<file path="src/rtl/ctrl_phy_poll.sv">
// Autonomous Clause-22 MDIO poller: periodically reads one PHY status register
// and decodes link state and gigabit speed from the returned value.
`timescale 1ns/1ps
module ctrl_phy_poll #(
    parameter int          MDC_DIV       = 2,
    parameter int          POLL_INTERVAL = 250000,
    parameter int          CNT_W         = 24,
    parameter logic [4:0]  STAT_REG      = 5'd17
) (
    input  logic        clk,
    input  logic        rst,
    input  logic        poll_en,
    input  logic [4:0]  phy_addr,
    output logic        mdc,
    output logic        mdio_o,
    output logic        mdio_oe,
    input  logic        mdio_i,
    output logic        busy,
    output logic        poll_done,
    output logic        no_phy,
    output logic [15:0] phy_status,
    output logic        link_up,
    output logic        giga_mode
);

    typedef enum logic [1:0] {
        ST_IDLE   = 2'd0,
        ST_SHIFT  = 2'd1,
        ST_UPDATE = 2'd2,
        ST_WAIT   = 2'd3
    } state_t;

    localparam int               DIV_W    = $clog2(2 * MDC_DIV) + 1;
    localparam logic [DIV_W-1:0] DIV_HALF = DIV_W'(MDC_DIV - 1);
    localparam logic [DIV_W-1:0] DIV_LAST = DIV_W'(2 * MDC_DIV - 1);
    localparam logic [CNT_W-1:0] INT_LAST = CNT_W'(POLL_INTERVAL - 1);

    state_t             state_r;
    logic [DIV_W-1:0]   div_cnt_r;
    logic [5:0]         bit_cnt_r;
    logic [CNT_W-1:0]   int_cnt_r;
    logic [4:0]         phy_lat_r;
    logic               ta_r;
    logic [15:0]        data_r;
    logic [5:0]         next_bit_s;

    // Value driven on MDIO for a given frame bit; released bits read as 1.
    function automatic logic frame_bit(input logic [5:0] idx, input logic [4:0] ad);
        logic [45:0] hdr;
        hdr = {32'hFFFF_FFFF, 2'b01, 2'b10, ad, STAT_REG};
        if (idx < 6'd46) begin
            frame_bit = hdr[6'd45 - idx];
        end else begin
            frame_bit = 1'b1;
        end
    endfunction

    assign next_bit_s = bit_cnt_r + 6'd1;

    // Poll sequencer: frame timing, pin drive, sampling and status decode.
    always_ff @(posedge clk) begin
        if (rst) begin
            state_r    <= ST_IDLE;
            div_cnt_r  <= '0;
            bit_cnt_r  <= 6'd0;
            int_cnt_r  <= '0;
            phy_lat_r  <= 5'd0;
            ta_r       <= 1'b1;
            data_r     <= 16'h0000;
            mdc        <= 1'b0;
            mdio_o     <= 1'b1;
            mdio_oe    <= 1'b0;
            busy       <= 1'b0;
            poll_done  <= 1'b0;
            no_phy     <= 1'b0;
            phy_status <= 16'h0000;
            link_up    <= 1'b0;
            giga_mode  <= 1'b0;
        end else begin
            case (state_r)
                ST_IDLE: begin
                    mdc       <= 1'b0;
                    poll_done <= 1'b0;
                    if (poll_en) begin
                        state_r   <= ST_SHIFT;
                        busy      <= 1'b1;
                        phy_lat_r <= phy_addr;
                        bit_cnt_r <= 6'd0;
                        div_cnt_r <= '0;
                        mdio_oe   <= 1'b1;
                        mdio_o    <= 1'b1;
                    end else begin
                        busy    <= 1'b0;
                        mdio_oe <= 1'b0;
                        mdio_o  <= 1'b1;
                    end
                end
                ST_SHIFT: begin
                    if (div_cnt_r == DIV_LAST) begin
                        // Bit boundary: MDC falls and the next bit is presented.
                        div_cnt_r <= '0;
                        mdc       <= 1'b0;
                        bit_cnt_r <= next_bit_s;
                        if (bit_cnt_r == 6'd63) begin
                            state_r   <= ST_UPDATE;
                            mdio_oe   <= 1'b0;
                            mdio_o    <= 1'b1;
                            poll_done <= 1'b1;
                            if (!ta_r) begin
                                phy_status <= data_r;
                                link_up    <= data_r[10] & data_r[11];
                                giga_mode  <= data_r[10] & data_r[11] & (data_r[15:14] == 2'b10);
                                no_phy     <= 1'b0;
                            end else begin
                                link_up    <= 1'b0;
                                giga_mode  <= 1'b0;
                                no_phy     <= 1'b1;
                            end
                        end else begin
                            mdio_oe <= (next_bit_s < 6'd46);
                            mdio_o  <= frame_bit(next_bit_s, phy_lat_r);
                        end
                    end else begin
                        div_cnt_r <= div_cnt_r + {{(DIV_W-1){1'b0}}, 1'b1};
                        if (div_cnt_r == DIV_HALF) begin
                            mdc <= 1'b1;
                            if (bit_cnt_r == 6'd47) begin
                                ta_r <= mdio_i;
                            end else if (bit_cnt_r >= 6'd48) begin
                                data_r <= {data_r[14:0], mdio_i};
                            end else begin
                                ta_r <= ta_r;
                            end
                        end else begin
                            mdc <= mdc;
                        end
                    end
                end
                ST_UPDATE: begin
                    poll_done <= 1'b0;
                    busy      <= 1'b0;
                    int_cnt_r <= '0;
                    state_r   <= poll_en ? ST_WAIT : ST_IDLE;
                end
                ST_WAIT: begin
                    if (!poll_en) begin
                        state_r   <= ST_IDLE;
                        int_cnt_r <= '0;
                    end else if (int_cnt_r == INT_LAST) begin
                        int_cnt_r <= '0;
                        state_r   <= ST_SHIFT;
                        busy      <= 1'b1;
                        phy_lat_r <= phy_addr;
                        bit_cnt_r <= 6'd0;
                        div_cnt_r <= '0;
                        mdio_oe   <= 1'b1;
                        mdio_o    <= 1'b1;
                    end else begin
                        int_cnt_r <= int_cnt_r + {{(CNT_W-1){1'b0}}, 1'b1};
                    end
                end
                default: begin
                    state_r <= ST_IDLE;
                    busy    <= 1'b0;
                    mdc     <= 1'b0;
                    mdio_oe <= 1'b0;
                    mdio_o  <= 1'b1;
                end
            endcase
        end
    end

endmodule
</file>
<file path="config.mk">
export PLATFORM = sky130hd
export DESIGN_NAME = ctrl_phy_poll
export DESIGN_NICKNAME = d
export VERILOG_FILES = /design/src/rtl/ctrl_phy_poll.sv
export SDC_FILE = /design/constraint.sdc
export NUM_CORES = 1
export LEC_CHECK = 0
export CORE_MARGIN = 3
export CORE_UTILIZATION = 40
export CTS_CLUSTER_DIAMETER = 50
export DETAILED_ROUTE_END_ITERATION = 12
export GPL_ROUTABILITY_DRIVEN = 0
export RECOVER_POWER = 25
export SLEW_MARGIN = 30
export SYNTH_ARGS = -nofsm -noshare
export SYNTH_HDL_FRONTEND = slang
export SYNTH_SLANG_ARGS = --single-unit
export TNS_END_PERCENT = 5
</file>
<file path="constraint.sdc">
create_clock -name clk -period 2.3 [get_ports clk]
set_input_delay 0.69 -clock clk [delete_from_list [all_inputs] [get_ports clk]]
set_output_delay 0.69 -clock clk [all_outputs]
set_load 0.1 [all_outputs]
</file>
==> results.cfg, run 1 <==
[floorplanning]
io_pins = 33
die_x_um = 102.9
coreArea_um2 = 8934
rows = 34
die_h_um = 102.9
die-area_um2 = 10590
start_util_pct = 42.06

[sta]
fin_hold_ws_ns = 0.4543
worstMarginPinSlew_ns = 0.5454
hold_viol = 0
fin_setup_tns_ns = 0
min_period_ns = 2.187
setup-violations-final = 0
max_freq_ghz = 0.4573
drv_slew = 0
relSlewSlack_pct = 63.79
fin_skew_ns = 0.01401
rsz0062_at_grt = false
period_share_pct = 95.07

[grt]
grt_pass1_vias = 2931
grt_max_degree = 31
globalRouteOverflowTotal = 0
antenna_found_initial = 0
grt_pass1_wl_mm = 13.54
track_usage_pct = 15.79

[routing]
wl_mm = 7.848
drc = 0
wl_per_cell_um = 13.10
via_per_inst = 5.192
ant_nets = 0
vias = 3110
first_iter_violations = 162
first_pass_iters = 5

[layout]
area_delta_synth_final_pct = 18.88
drive_gt1_share_pct = 17.92
layout_commonest_cell = dfxtp_1
finalNetCount = 503
final_cell_mix = dfxtp_1, nor2_1, nand2_1, a21oi_1, buf_4
finalInstanceArea_um2 = 4467
fill_cells = 903
postLayoutCoreUtil_pct = 50.00
num_antenna_cells = 0
fin_cells = 599

[worst_setup_path]
start_kind = register
path_class = register to register
worstPathMaxFanout = 4
cp.arrival_ns = 2.48
required_ns = 2.59
worst_setup_path_end_kind = register

[power]
power.density_nw_per_um2 = 617.3
vdd_ir_drop_max_mv = 0.3052
leakage_nw = 1.787

[placed_design]
hpwl_mm = 5.643
place_inst = 583
placement.cell_area_um2 = 4262
portBuffers = 32

[clock_network]
insertion_delay_ns = 0.34
path_clk_slew_ns = 0.09
numCtsBuffers = 9
ctsRootBufferMaster = clkbuf_8
htree_levels = 3
post-cts-setup-buffers = 0
cts.sinks = 81
cts_tree = done
ctsHoldBuffers = 0
clockBufferDepth = 2

[logic_synthesis]
ys_ff_latch = 81
synth_edf_count = 0
synthFlopType = dfxtp_1
ys_seq_area_share_pct = 43.16
synth_cell_types = 52
syn-instance-count = 441
yosysWarnings = 0
synthArstFlopShare_pct = 0
synth.cell_area_um2 = 3757
synth_nets = 458
avgSynthCellArea_um2 = 8.520

[outcome]
status = completed

[worst_hold_path]
hold_path_class = register to register

[flow_run]
maxCapViolCount = 0
[flip-flops by register name, summed over array words and instances, names as in the netlist]
signal	cells
poll_done	1
data_r	16
link_up	1
state_r	2
phy_status	16
mdc	1
phy_lat_r	5
div_cnt_r	3
bit_cnt_r	6
ta_r	1
giga_mode	1
busy	1
mdio_oe	1
int_cnt_r	24
mdio_o	1
no_phy	1
[worst paths after layout]
check                 startpoint             end  slack [ns]  cells past startpoint
hold reg to reg   phy_status[11]  phy_status[11]        0.45                      2
setup / recovery    bit_cnt_r[0]          mdio_o        0.11                      8
hold / removal    phy_status[11]  phy_status[11]        0.45                      2
setup reg to reg    bit_cnt_r[0]          mdio_o        0.11                      8
[critical path, cell delays in order (launching register included)]
cell and delay [ns]:
dfxtp_2 0.35, ha_2 0.20, xor2_2 0.17, ha_2 0.23, xor2_1 0.18, xnor2_1 0.20, mux4_2 0.56, nand3_1 0.09
a311o_1 0.15
[metal layers]
metal  up-vias  part of all wire (%)  GRT usage, %
met3        10                   3.1         3.721
met1      1463                    48         20.94
met4         0                  0.82         4.681
met5         -                     0             0
met2        39                    48         25.60
li1       1598                     -             -
[Yosys cell counts (11+ instances only)]
cell / n / share of area [%]
dfxtp_1: 81 / 43
nor2_1: 66 / 6.6
nand2_1: 59 / 5.9
a21oi_1: 32 / 4.3
mux2i_1: 25 / 6.7
xor2_1: 18 / 4.2
nand3_1: 17 / 2.3
clkbuf_1: 12 / 1.2
buf_2: 11 / 1.5
inv_1: 11 / 1.1
[logic make-up after synthesis]
group / count (synthesis) / synth area share (%)
adders and majority gates: 8 / 2.664
muxes: 26 / 7.259
buffers and inverters: 35 / 4.062
AOI/OAI and AO/OA: 62 / 10.29
and+or+nand+nor: 203 / 26.51
DFF: 81 / 43.16
xor gates and xnor gates: 26 / 6.061
[per-stage QoR]
stage	setup slack, ns	power [mW]
after floorplan	0.01193	1.550
after global placement	0.05202	1.599
after detailed placement	0.05697	1.601
after CTS	0.01396	2.792
after global routing	0.003199	2.889
final	0.1134	2.757
[where the power goes]
group	switching (mW)	internal [mW]
clock	0.512	0.681
sequential	0.00799	1.41
combinational	0.0874	0.0562
[cell type report]
class                      count  area, um2  area share, %
clock inverter                 5      85.08          1.905
timing repair buffer          58      419.2          9.384
clock buffer                  11      151.4          3.389
tap                          108      135.1          3.025
inverter                      11      41.29         0.9244
sequential                    81       1624          36.36
multi-input combinational    325       2011          45.01
[repair_timing]
| item | 4_1_cts | 5_1_grt |
|---|---|---|
| hold endpoints to repair | 0 | 0 |
| setup endpoints to repair | 0 | 17 |
| gates resized for setup | 0 | 7 |
Power figures use the tool's default switching activity.
==> inputs of run 2 (changes only) <==
--- a/config.mk
+++ b/config.mk
@@ -5,7 +5,7 @@
 export SDC_FILE = /design/constraint.sdc
 export NUM_CORES = 1
 export LEC_CHECK = 0
-export CORE_MARGIN = 3
+export CORE_MARGIN = 4
 export CORE_UTILIZATION = 40
 export CTS_CLUSTER_DIAMETER = 50
 export DETAILED_ROUTE_END_ITERATION = 12
==> run 2 against run 1 <==
Hold slack got worse by 0.0024 ns. Total power decreased by 6.6%. Non-clock buffer count decreased by 6. Register-to-register slack got worse by 0.02 ns.
==> results.cfg, run 2 (synthesis results as in run 1) <==
[outcome]
status = completed

[worst_setup_path]
cp.arrival_ns = 2.51
start_kind = register
path_class = register to register
r2r-start = bit_cnt_r[0]
worst_setup_path_end_kind = register
ff2ff_path_depth = 8
path_cells = ha_2, xor2_2, ha_4, xor2_1, xnor2_2, mux4_2, nand3_1, a311o_1
required_ns = 2.60
cp_num_buf_inv = 0
slowest_delay_ns = 0.54
worstPathMaxFanout = 4
cpMaxStageDelayCell = mux4_2
path_delay_family = XOR/XNOR gates
rr_endpoint = mdio_o
rrSetupSlack_ns = 0.1

[sta]
finalWorstSetupSlack_ns = 0.09737
min_period_ns = 2.203
drv_slew = 0
worstMarginPinSlew_ns = 0.6378
max_freq_ghz = 0.4540
fin_setup_tns_ns = 0
fin_skew_ns = 0.01226
relSlewSlack_pct = 57.48
setup-violations-final = 0
hold_viol = 0
period_share_pct = 95.77
fin_hold_ws_ns = 0.4520

[layout]
top_regs = int_cnt_r: 24 flops, data_r: 16 flops, phy_status: 16 flops
largest_reg_flops = 24
final_cell_mix = dfxtp_1, nor2_1, nand2_1, a21oi_1, mux2i_1
top_register = int_cnt_r
postLayoutCoreUtil_pct = 47.73
num_antenna_cells = 0
finalNetCount = 497
area_delta_synth_final_pct = 16.82
layout_commonest_cell = dfxtp_1
drive_gt1_share_pct = 16.49

[clock_network]
clockBufferDepth = 2
numCtsBuffers = 9
cts.sinks = 81
path_clk_slew_ns = 0.10
ctsRootBufferMaster = clkbuf_8
cts_tree = done
htree_levels = 3
insertion_delay_ns = 0.35

[placed_design]
hpwl_mm = 5.474
place_ws_ns = 0.04887
portBuffers = 32

[floorplanning]
die_h_um = 104.9
start_util_pct = 40.86
coreArea_um2 = 9196
rows = 35
die_x_um = 104.9
io_pins = 33
die-area_um2 = 11010

[routing]
top_layer_used = met4
first_iter_violations = 103
met3_length_um = 272
first_pass_iters = 4
drc = 0
met2_length_mm = 3.636
via_per_inst = 5.107
wl_met1_mm = 3.839
wl_per_cell_um = 13.13
vias = 3044
wl_mm = 7.826
ant_nets = 0

[power]
power.density_nw_per_um2 = 587.0
vdd_ir_drop_max_mv = 0.3640
leakage_nw = 1.728
finalPower_mw = 2.576

[worst_hold_path]
holdPathStages = 2
hold_path_class = register to register
min_to = phy_status[3]
min-delay-start = phy_status[3]

[grt]
track_usage_pct = 14.52
grt_max_degree = 63
grt_pass1_wl_mm = 13.39
globalRouteOverflowTotal = 0
antenna_found_initial = 0
grt_pass1_vias = 2852

[flow_run]
maxCapViolCount = 0
run 2: final cells by class:
class                      instances  area, um2
clock buffer                       9      123.9
fill                             912       4807
sequential                        81       1623
inverter                          11      41.29
tap                              111      138.9
clock inverter                     7      67.56
multi-input combinational        325       2021
timing repair buffer              52      374.1
run 2: worst max path at each step:
| stage | startpoint | end | slack (ns) | cells after the start |
|---|---|---|---|---|
| final | bit_cnt_r[0] | mdio_o | 0.1 | 8 |
| after global routing | bit_cnt_r[0] | mdio_o | -0.009 | 8 |
| after CTS | bit_cnt_r[1] | mdio_o | 0.02 | 8 |
| after detailed placement | poll_en | mdio_o | 0.05 | 6 |
| after global placement | poll_en | mdio_o | 0.05 | 6 |
| after floorplan | bit_cnt_r[1] | mdio_o | 0.01 | 10 |
run 2: worst register-to-register path, stage by stage, from the launching register on:
cell,delay (ns)
dfxtp_1,0.37
ha_2,0.22
xor2_2,0.20
ha_4,0.19
xor2_1,0.23
xnor2_2,0.16
mux4_2,0.54
nand3_1,0.08
a311o_1,0.15
run 2: per-stage QoR:
stage | std cells | area, um2
after CTS | 596 | 4412
after global placement | 580 | 4220
after global routing | 596 | 4389
after detailed placement | 580 | 4220
after floorplan | 441 | 3765
final | 596 | 4389
run 2: what timing repair did:
item / in CTS / in global routing
resized for setup: 0 / 7
buffers inserted: 0 / 0
setup endpoints to repair: 0 / 1
hold buffers: 0 / 0
run 2: layer usage:
| metal | GRT usage, % | vias to the layer above |
|---|---|---|
| li1 | - | 1589 |
| met1 | 19.73 | 1399 |
| met2 | 23.28 | 48 |
| met3 | 3.212 | 8 |
| met4 | 3.936 | 0 |
| met5 | 0 | - |
run 2: report_power, final:
part           switching (mW)  internal [mW]  total [mW]
clock network           0.587          0.426        1.01
logic                  0.0856         0.0536       0.139
registers              0.0103           1.41        1.42
total                   0.683           1.89        2.58
